==> src/rtl/axis_uart_tx.sv <==
// -----------------------------------------------------------------------------
// axis_uart_tx
//   AXI-Stream byte sink feeding a UART transmitter (8N1 for WIDTH=8).
//   Accepted beats land in a small circular FIFO. A start/data/stop
//   serialiser drains the FIFO one frame at a time, LSB first.
//   A beat tagged with s_axis_last raises frame_done for one cycle once its
//   stop bit has completed.
//
// Parameters
//   WIDTH        data bits per beat and per UART frame
//   DEPTH        FIFO entries (power of two, >= 2)
//   CLKS_PER_BIT clk cycles per UART bit (>= 1)
//
// Ports
//   clk          system clock, rising edge
//   rst          asynchronous reset, active low
//   s_axis_data  stream payload
//   s_axis_valid payload valid
//   s_axis_last  payload is the final byte of a message
//   s_axis_ready FIFO has room for a beat
//   tx           UART serial line, idles high (registered)
//   tx_busy      serialiser is sending a frame (registered)
//   frame_done   one-cycle pulse after a last-tagged byte's stop bit
//   fifo_count   number of beats currently held in the FIFO
// -----------------------------------------------------------------------------
module axis_uart_tx #(
  parameter int WIDTH        = 8,
  parameter int DEPTH        = 4,
  parameter int CLKS_PER_BIT = 868
) (
  input  logic                     clk,
  input  logic                     rst,
  input  logic [WIDTH-1:0]         s_axis_data,
  input  logic                     s_axis_valid,
  input  logic                     s_axis_last,
  output logic                     s_axis_ready,
  output logic                     tx,
  output logic                     tx_busy,
  output logic                     frame_done,
  output logic [$clog2(DEPTH):0]   fifo_count
);

  localparam int PTR_W  = $clog2(DEPTH);
  localparam int CNT_W  = PTR_W + 1;
  // A one-cycle bit still needs a 1-bit counter so widths stay legal.
  localparam int BAUD_W = (CLKS_PER_BIT > 1) ? $clog2(CLKS_PER_BIT) : 1;
  localparam int IDX_W  = (WIDTH > 1) ? $clog2(WIDTH) : 1;

  localparam logic [CNT_W-1:0]  CNT_FULL  = CNT_W'(DEPTH);
  localparam logic [CNT_W-1:0]  CNT_ZERO  = {CNT_W{1'b0}};
  localparam logic [BAUD_W-1:0] BAUD_LAST = BAUD_W'(CLKS_PER_BIT - 1);
  localparam logic [BAUD_W-1:0] BAUD_ZERO = {BAUD_W{1'b0}};
  localparam logic [IDX_W-1:0]  IDX_LAST  = IDX_W'(WIDTH - 1);
  localparam logic [IDX_W-1:0]  IDX_ZERO  = {IDX_W{1'b0}};

  typedef enum logic [1:0] {
    ST_IDLE  = 2'd0,
    ST_START = 2'd1,
    ST_DATA  = 2'd2,
    ST_STOP  = 2'd3
  } state_t;

  // FIFO storage and bookkeeping; each entry is {last, data}.
  logic [WIDTH:0]       mem_r [DEPTH];
  logic [PTR_W-1:0]     wr_ptr_r;
  logic [PTR_W-1:0]     rd_ptr_r;
  logic [CNT_W-1:0]     count_r;

  // Serialiser state.
  state_t               state_r;
  logic [BAUD_W-1:0]    baud_r;
  logic [IDX_W-1:0]     bit_idx_r;
  logic [WIDTH-1:0]     shift_r;
  logic                 last_r;
  logic                 tx_r;
  logic                 busy_r;
  logic                 done_r;

  // Combinational helpers.
  logic                 ready_s;
  logic                 push_s;
  logic                 pop_s;
  logic [WIDTH:0]       head_s;
  logic                 baud_done_s;
  logic [WIDTH-1:0]     shift_next_s;

  // Handshake, pop condition and helper decodes from registered state.
  always_comb begin
    ready_s      = 1'b0;
    push_s       = 1'b0;
    pop_s        = 1'b0;
    head_s       = mem_r[rd_ptr_r];
    baud_done_s  = 1'b0;
    shift_next_s = shift_r >> 1;
    if (count_r != CNT_FULL) begin
      ready_s = 1'b1;
    end else begin
      ready_s = 1'b0;
    end
    push_s = s_axis_valid & ready_s;
    // Popping only from IDLE means a beat written into an empty FIFO is
    // seen by the serialiser one edge after it was accepted.
    if ((state_r == ST_IDLE) && (count_r != CNT_ZERO)) begin
      pop_s = 1'b1;
    end else begin
      pop_s = 1'b0;
    end
    if (baud_r == BAUD_LAST) begin
      baud_done_s = 1'b1;
    end else begin
      baud_done_s = 1'b0;
    end
  end

  // FIFO storage write port; contents are cleared on reset.
  always_ff @(posedge clk or negedge rst) begin
    if (!rst) begin
      for (int i = 0; i < DEPTH; i++) begin
        mem_r[i] <= {(WIDTH + 1){1'b0}};
      end
    end else if (push_s) begin
      mem_r[wr_ptr_r] <= {s_axis_last, s_axis_data};
    end else begin
      mem_r[wr_ptr_r] <= mem_r[wr_ptr_r];
    end
  end

  // Write and read pointers; DEPTH is a power of two so they wrap naturally.
  always_ff @(posedge clk or negedge rst) begin
    if (!rst) begin
      wr_ptr_r <= {PTR_W{1'b0}};
      rd_ptr_r <= {PTR_W{1'b0}};
    end else begin
      if (push_s) begin
        wr_ptr_r <= wr_ptr_r + PTR_W'(1);
      end else begin
        wr_ptr_r <= wr_ptr_r;
      end
      if (pop_s) begin
        rd_ptr_r <= rd_ptr_r + PTR_W'(1);
      end else begin
        rd_ptr_r <= rd_ptr_r;
      end
    end
  end

  // Occupancy count; a simultaneous push and pop leaves it unchanged.
  always_ff @(posedge clk or negedge rst) begin
    if (!rst) begin
      count_r <= CNT_ZERO;
    end else begin
      case ({push_s, pop_s})
        2'b10:   count_r <= count_r + CNT_W'(1);
        2'b01:   count_r <= count_r - CNT_W'(1);
        default: count_r <= count_r;
      endcase
    end
  end

  // Serialiser FSM with registered tx, tx_busy and frame_done.
  always_ff @(posedge clk or negedge rst) begin
    if (!rst) begin
      state_r   <= ST_IDLE;
      baud_r    <= BAUD_ZERO;
      bit_idx_r <= IDX_ZERO;
      shift_r   <= {WIDTH{1'b0}};
      last_r    <= 1'b0;
      tx_r      <= 1'b1;
      busy_r    <= 1'b0;
      done_r    <= 1'b0;
    end else begin
      // frame_done is a single-cycle pulse unless the STOP exit sets it.
      done_r <= 1'b0;
      case (state_r)
        ST_IDLE: begin
          baud_r    <= BAUD_ZERO;
          bit_idx_r <= IDX_ZERO;
          if (pop_s) begin
            shift_r <= head_s[WIDTH-1:0];
            last_r  <= head_s[WIDTH];
            state_r <= ST_START;
            busy_r  <= 1'b1;
            tx_r    <= 1'b0;
          end else begin
            state_r <= ST_IDLE;
            busy_r  <= 1'b0;
            tx_r    <= 1'b1;
          end
        end

        ST_START: begin
          if (baud_done_s) begin
            state_r   <= ST_DATA;
            baud_r    <= BAUD_ZERO;
            bit_idx_r <= IDX_ZERO;
            tx_r      <= shift_r[0];
          end else begin
            baud_r <= baud_r + BAUD_W'(1);
            tx_r   <= 1'b0;
          end
        end

        ST_DATA: begin
          if (baud_done_s) begin
            baud_r <= BAUD_ZERO;
            if (bit_idx_r == IDX_LAST) begin
              state_r <= ST_STOP;
              tx_r    <= 1'b1;
            end else begin
              // Present the next bit in the same edge that shifts it down.
              bit_idx_r <= bit_idx_r + IDX_W'(1);
              shift_r   <= shift_next_s;
              tx_r      <= shift_next_s[0];
            end
          end else begin
            baud_r <= baud_r + BAUD_W'(1);
          end
        end

        ST_STOP: begin
          if (baud_done_s) begin
            state_r <= ST_IDLE;
            baud_r  <= BAUD_ZERO;
            busy_r  <= 1'b0;
            done_r  <= last_r;
            tx_r    <= 1'b1;
          end else begin
            baud_r <= baud_r + BAUD_W'(1);
            tx_r   <= 1'b1;
          end
        end

        default: begin
          state_r   <= ST_IDLE;
          baud_r    <= BAUD_ZERO;
          bit_idx_r <= IDX_ZERO;
          busy_r    <= 1'b0;
          tx_r      <= 1'b1;
        end
      endcase
    end
  end

  // Output mapping.
  assign s_axis_ready = ready_s;
  assign tx           = tx_r;
  assign tx_busy      = busy_r;
  assign frame_done   = done_r;
  assign fifo_count   = count_r;

endmodule

==> config.mk <==
export PLATFORM = sky130hd
export DESIGN_NAME = axis_uart_tx
export DESIGN_NICKNAME = d
export VERILOG_FILES = /design/src/rtl/axis_uart_tx.sv
export SDC_FILE = /design/constraint.sdc
export NUM_CORES = 1
export LEC_CHECK = 0
export ABC_AREA = 1
export BUFFER_PORTS_ARGS = -buffer_cell sky130_fd_sc_hd__buf_2
export CAP_MARGIN = 5
export CORE_MARGIN = 4
export CORE_UTILIZATION = 50
export DETAILED_ROUTE_END_ITERATION = 10
export GPL_ROUTABILITY_DRIVEN = 0
export PLACE_DENSITY = 0.7
export SLEW_MARGIN = 10
export SYNTH_ARGS = -nofsm -noshare
export SYNTH_HDL_FRONTEND = slang
export SYNTH_SLANG_ARGS = --single-unit
==> constraint.sdc <==
create_clock -name clk -period 2.1 [get_ports clk]
set_input_delay 0.525 -clock clk [delete_from_list [all_inputs] [get_ports clk]]
set_output_delay 0.525 -clock clk [all_outputs]
set_load 0.02 [all_outputs]
==> reports/summary.txt <==
Core footprint: 7767 um^2
CP Launch Type: register
Worst EP arrival: 2.20 ns
Sum Neg Setup Slack: 0 ns
MaxCap Viol Count: 0
Final-report hold violation count: 0
Post-Syn Area: 4025 um^2
Layout cells sized above 1: 0.1431
RSZ-0062 raised after global routing: false
Post-CTS setup buffer count: 0
H-tree Lvls: 3
First-pass GRT wire length: 16.16 mm
CTS clk-pin slew, worst paths: 0.08 ns
Clock Path Buffers: 2
# rows: 32
Final worst-path cycle share: 0.9355
Gr usage total: 0.2084
Initial antenna violation count: 0
Starting density of the core: 0.5182
Vias/cell: 5.359
Critical-path cell list: inv_1 -> ha_4 -> nand2_4 -> inv_1 -> ha_1 -> inv_1 -> fa_1 -> a21oi_1 -> o21ai_0 -> xor2_1
Outcome: complete, no violations
Routed len/inst: 14.36 um
Worst skew pair latency: 0.35 ns
Met3 routed WL: 411 um
WS Path Type: reg2reg
Vias: 3505
Critical Path Max Stage Delay: 0.42 ns
Post-route ant nets: 0
Area Growth Syn to Fin: 10.76%
Sequential share of the synthesized area: 0.4355
Worst R2R End: fifo_count[2]
Die Ht: 97.73 um
Ranking of synthesized cells by area: dfrtp_1 (43%), nand2_1 (18%), nand3_1 (10%)
Synth unique cells: 36
Ys Warns: 0
Pwr Density: 1231 nW/um^2
Slowest CP cell: dfrtp_1
Crit end category: register
Flops & latches, synth: 70
Met2 Routed Length: 4.494 mm
DRT iter0 DRCs: 153
Post-DP HPWL: 6.268 mm
Commonest non-fill, non-tap cell in the layout: nand2_1
Horiz. Die Dim: 97.73 um
Worst Skew: 0.01180 ns
Synth Instances: 521
Max-slew violation count: 0
Sink Count: 70
Dominant cell type by area after synthesis: dfrtp_1
Die Area: 9550 um^2
Ant diodes: 0
CTS buffer count: 9
Net Count, Synth: 547
Setup Viol. Count Final: 0
WL met1: 4.252 mm
Fmax: 509.0 MHz
Top Layer Used: met4
Nets: 573
Number of global-route vias before repair: 3335
Number of I/O pins: 19
Leak: 2.267 nW
Post-synth ARST share: 1.000
Finished Cell Area: 4458 um^2
GRT overflow: 0
Post-route minimum period: 1.965 ns
TritonCTS clock tree: yes
EDFF count, synth: 0
Commonest cells after routing, fill and taps aside: nand2_1 (189), nand3_1 (81), dfrtp_1 (69)
Primary FF master, synth: dfrtp_1
Routed WL: 9.391 mm
Reg-to-reg startpoint: state_r[0]
Post-Syn Area per Cell: 7.726 um^2
Worst-margin pin slew: 0.3856 ns
PortBufs: 18
Reg2Reg Setup Slack: 0.14 ns
DRC Markers: 0
VDD IR max: 1044 uV
Worst EP required: 2.34 ns
Root Buffer: clkbuf_8
Hold slack: 0.1564 ns
Slew HR: 0.7413
FF-to-FF path depth: 10
Hold Crit Class: in2async
Top-area cell type share of the netlist area: 0.4290
Worst-path fanout max: 4
Cell mode on critical path: inv_1
Largest net degree at the start of global routing: 71
First-pass DRT Iterations: 4
Placed cell area: 4248 um^2
area by class of cell:
type,instances,area (um^2)
fillers,741,3309
multi-input cells,383,1973
flip-flops and latches,70,1753
repair buffers,34,222.7
inverters,49,183.9
well taps,102,127.6
clock buffers,9,123.9
clock inverters,7,73.82
critical path: cells and delay by family, from the launching register on:
family	cells	cell delay (ns)
buffers and inverters	3	0.28
xor gates and xnor gates	1	0.15
DFF	1	0.42
adders and majority gates	3	0.71
and+or+nand+nor	1	0.05
AOI/OAI and AO/OA	2	0.25
cells in the mapped netlist, drive strengths merged (5+ instances only):
library cell / instances
ha: 13
o211ai: 18
o21ai: 7
nand3: 84
nand2: 194
nor2: 23
clkinv: 5
nor3: 5
a21oi: 10
or2: 11
inv: 44
dfrtp: 69
buf: 17
per-layer routing:
layer,track usage,vias to the layer above
li1,-,1732
met1,0.2819,1678
met2,0.3289,73
met3,0.04235,22
met4,0.08307,0
met5,0,-
kinds of logic after synthesis:
logic type / count (synthesis) / share of synthesized area
buf+inv: 68 / 0.07740
simple gates: 326 / 0.3680
fa+ha+maj: 14 / 0.04539
xor+xnor: 6 / 0.01306
flops: 70 / 0.4355
compound gates: 37 / 0.06061
worst max-delay path by stage:
stage | cells past startpoint | slack, ns | start | end
final | 10 | 0.14 | state_r[0] | fifo_count[2]
after global routing | 10 | 0.04 | state_r[0] | fifo_count[2]
after CTS | 10 | 0.07 | state_r[0] | fifo_count[2]
after detailed placement | 10 | 0.09 | state_r[0] | fifo_count[2]
after global placement | 10 | 0.12 | state_r[0] | fifo_count[2]
after floorplan | 10 | 0.08 | fifo_count[0] | fifo_count[2]
state kept, by name, summed over array words and instances, names as in the netlist, 2 cells and up:
register    count
mem_r          36
baud_r         10
shift_r         8
bit_idx_r       3
fifo_count      3
rd_ptr_r        2
state_r         2
wr_ptr_r        2
what timing repair did:
action / 4_1_cts / 5_1_grt
hold buffers: 0 / 0
resized for setup: 0 / 2
endpoints found under the setup margin: 0 / 1
hold endpoints to repair: 0 / 0
stage by stage:
| step | util | setup WS [ns] | instances | power (W) |
|---|---|---|---|---|
| global placement | 0.5469 | 0.1249 | 638 | 0.004316 |
| detailed placement | 0.5469 | 0.08877 | 638 | 0.004384 |
| floorplan | - | 0.08242 | 521 | 0.003759 |
| finish | 0.5739 | 0.1354 | 654 | 0.005490 |
| global route | 0.5739 | 0.03532 | 654 | 0.005961 |
| CTS | 0.5723 | 0.06843 | 654 | 0.005497 |
where the power goes:
| group | internal, W | switching (W) |
|---|---|---|
| registers | 0.00177 | 0.000341 |
| clock network | 0.000552 | 0.000554 |
| logic | 0.000835 | 0.00144 |
| total | 0.00315 | 0.00234 |
Note: power is estimated with default switching activity, not from simulation.
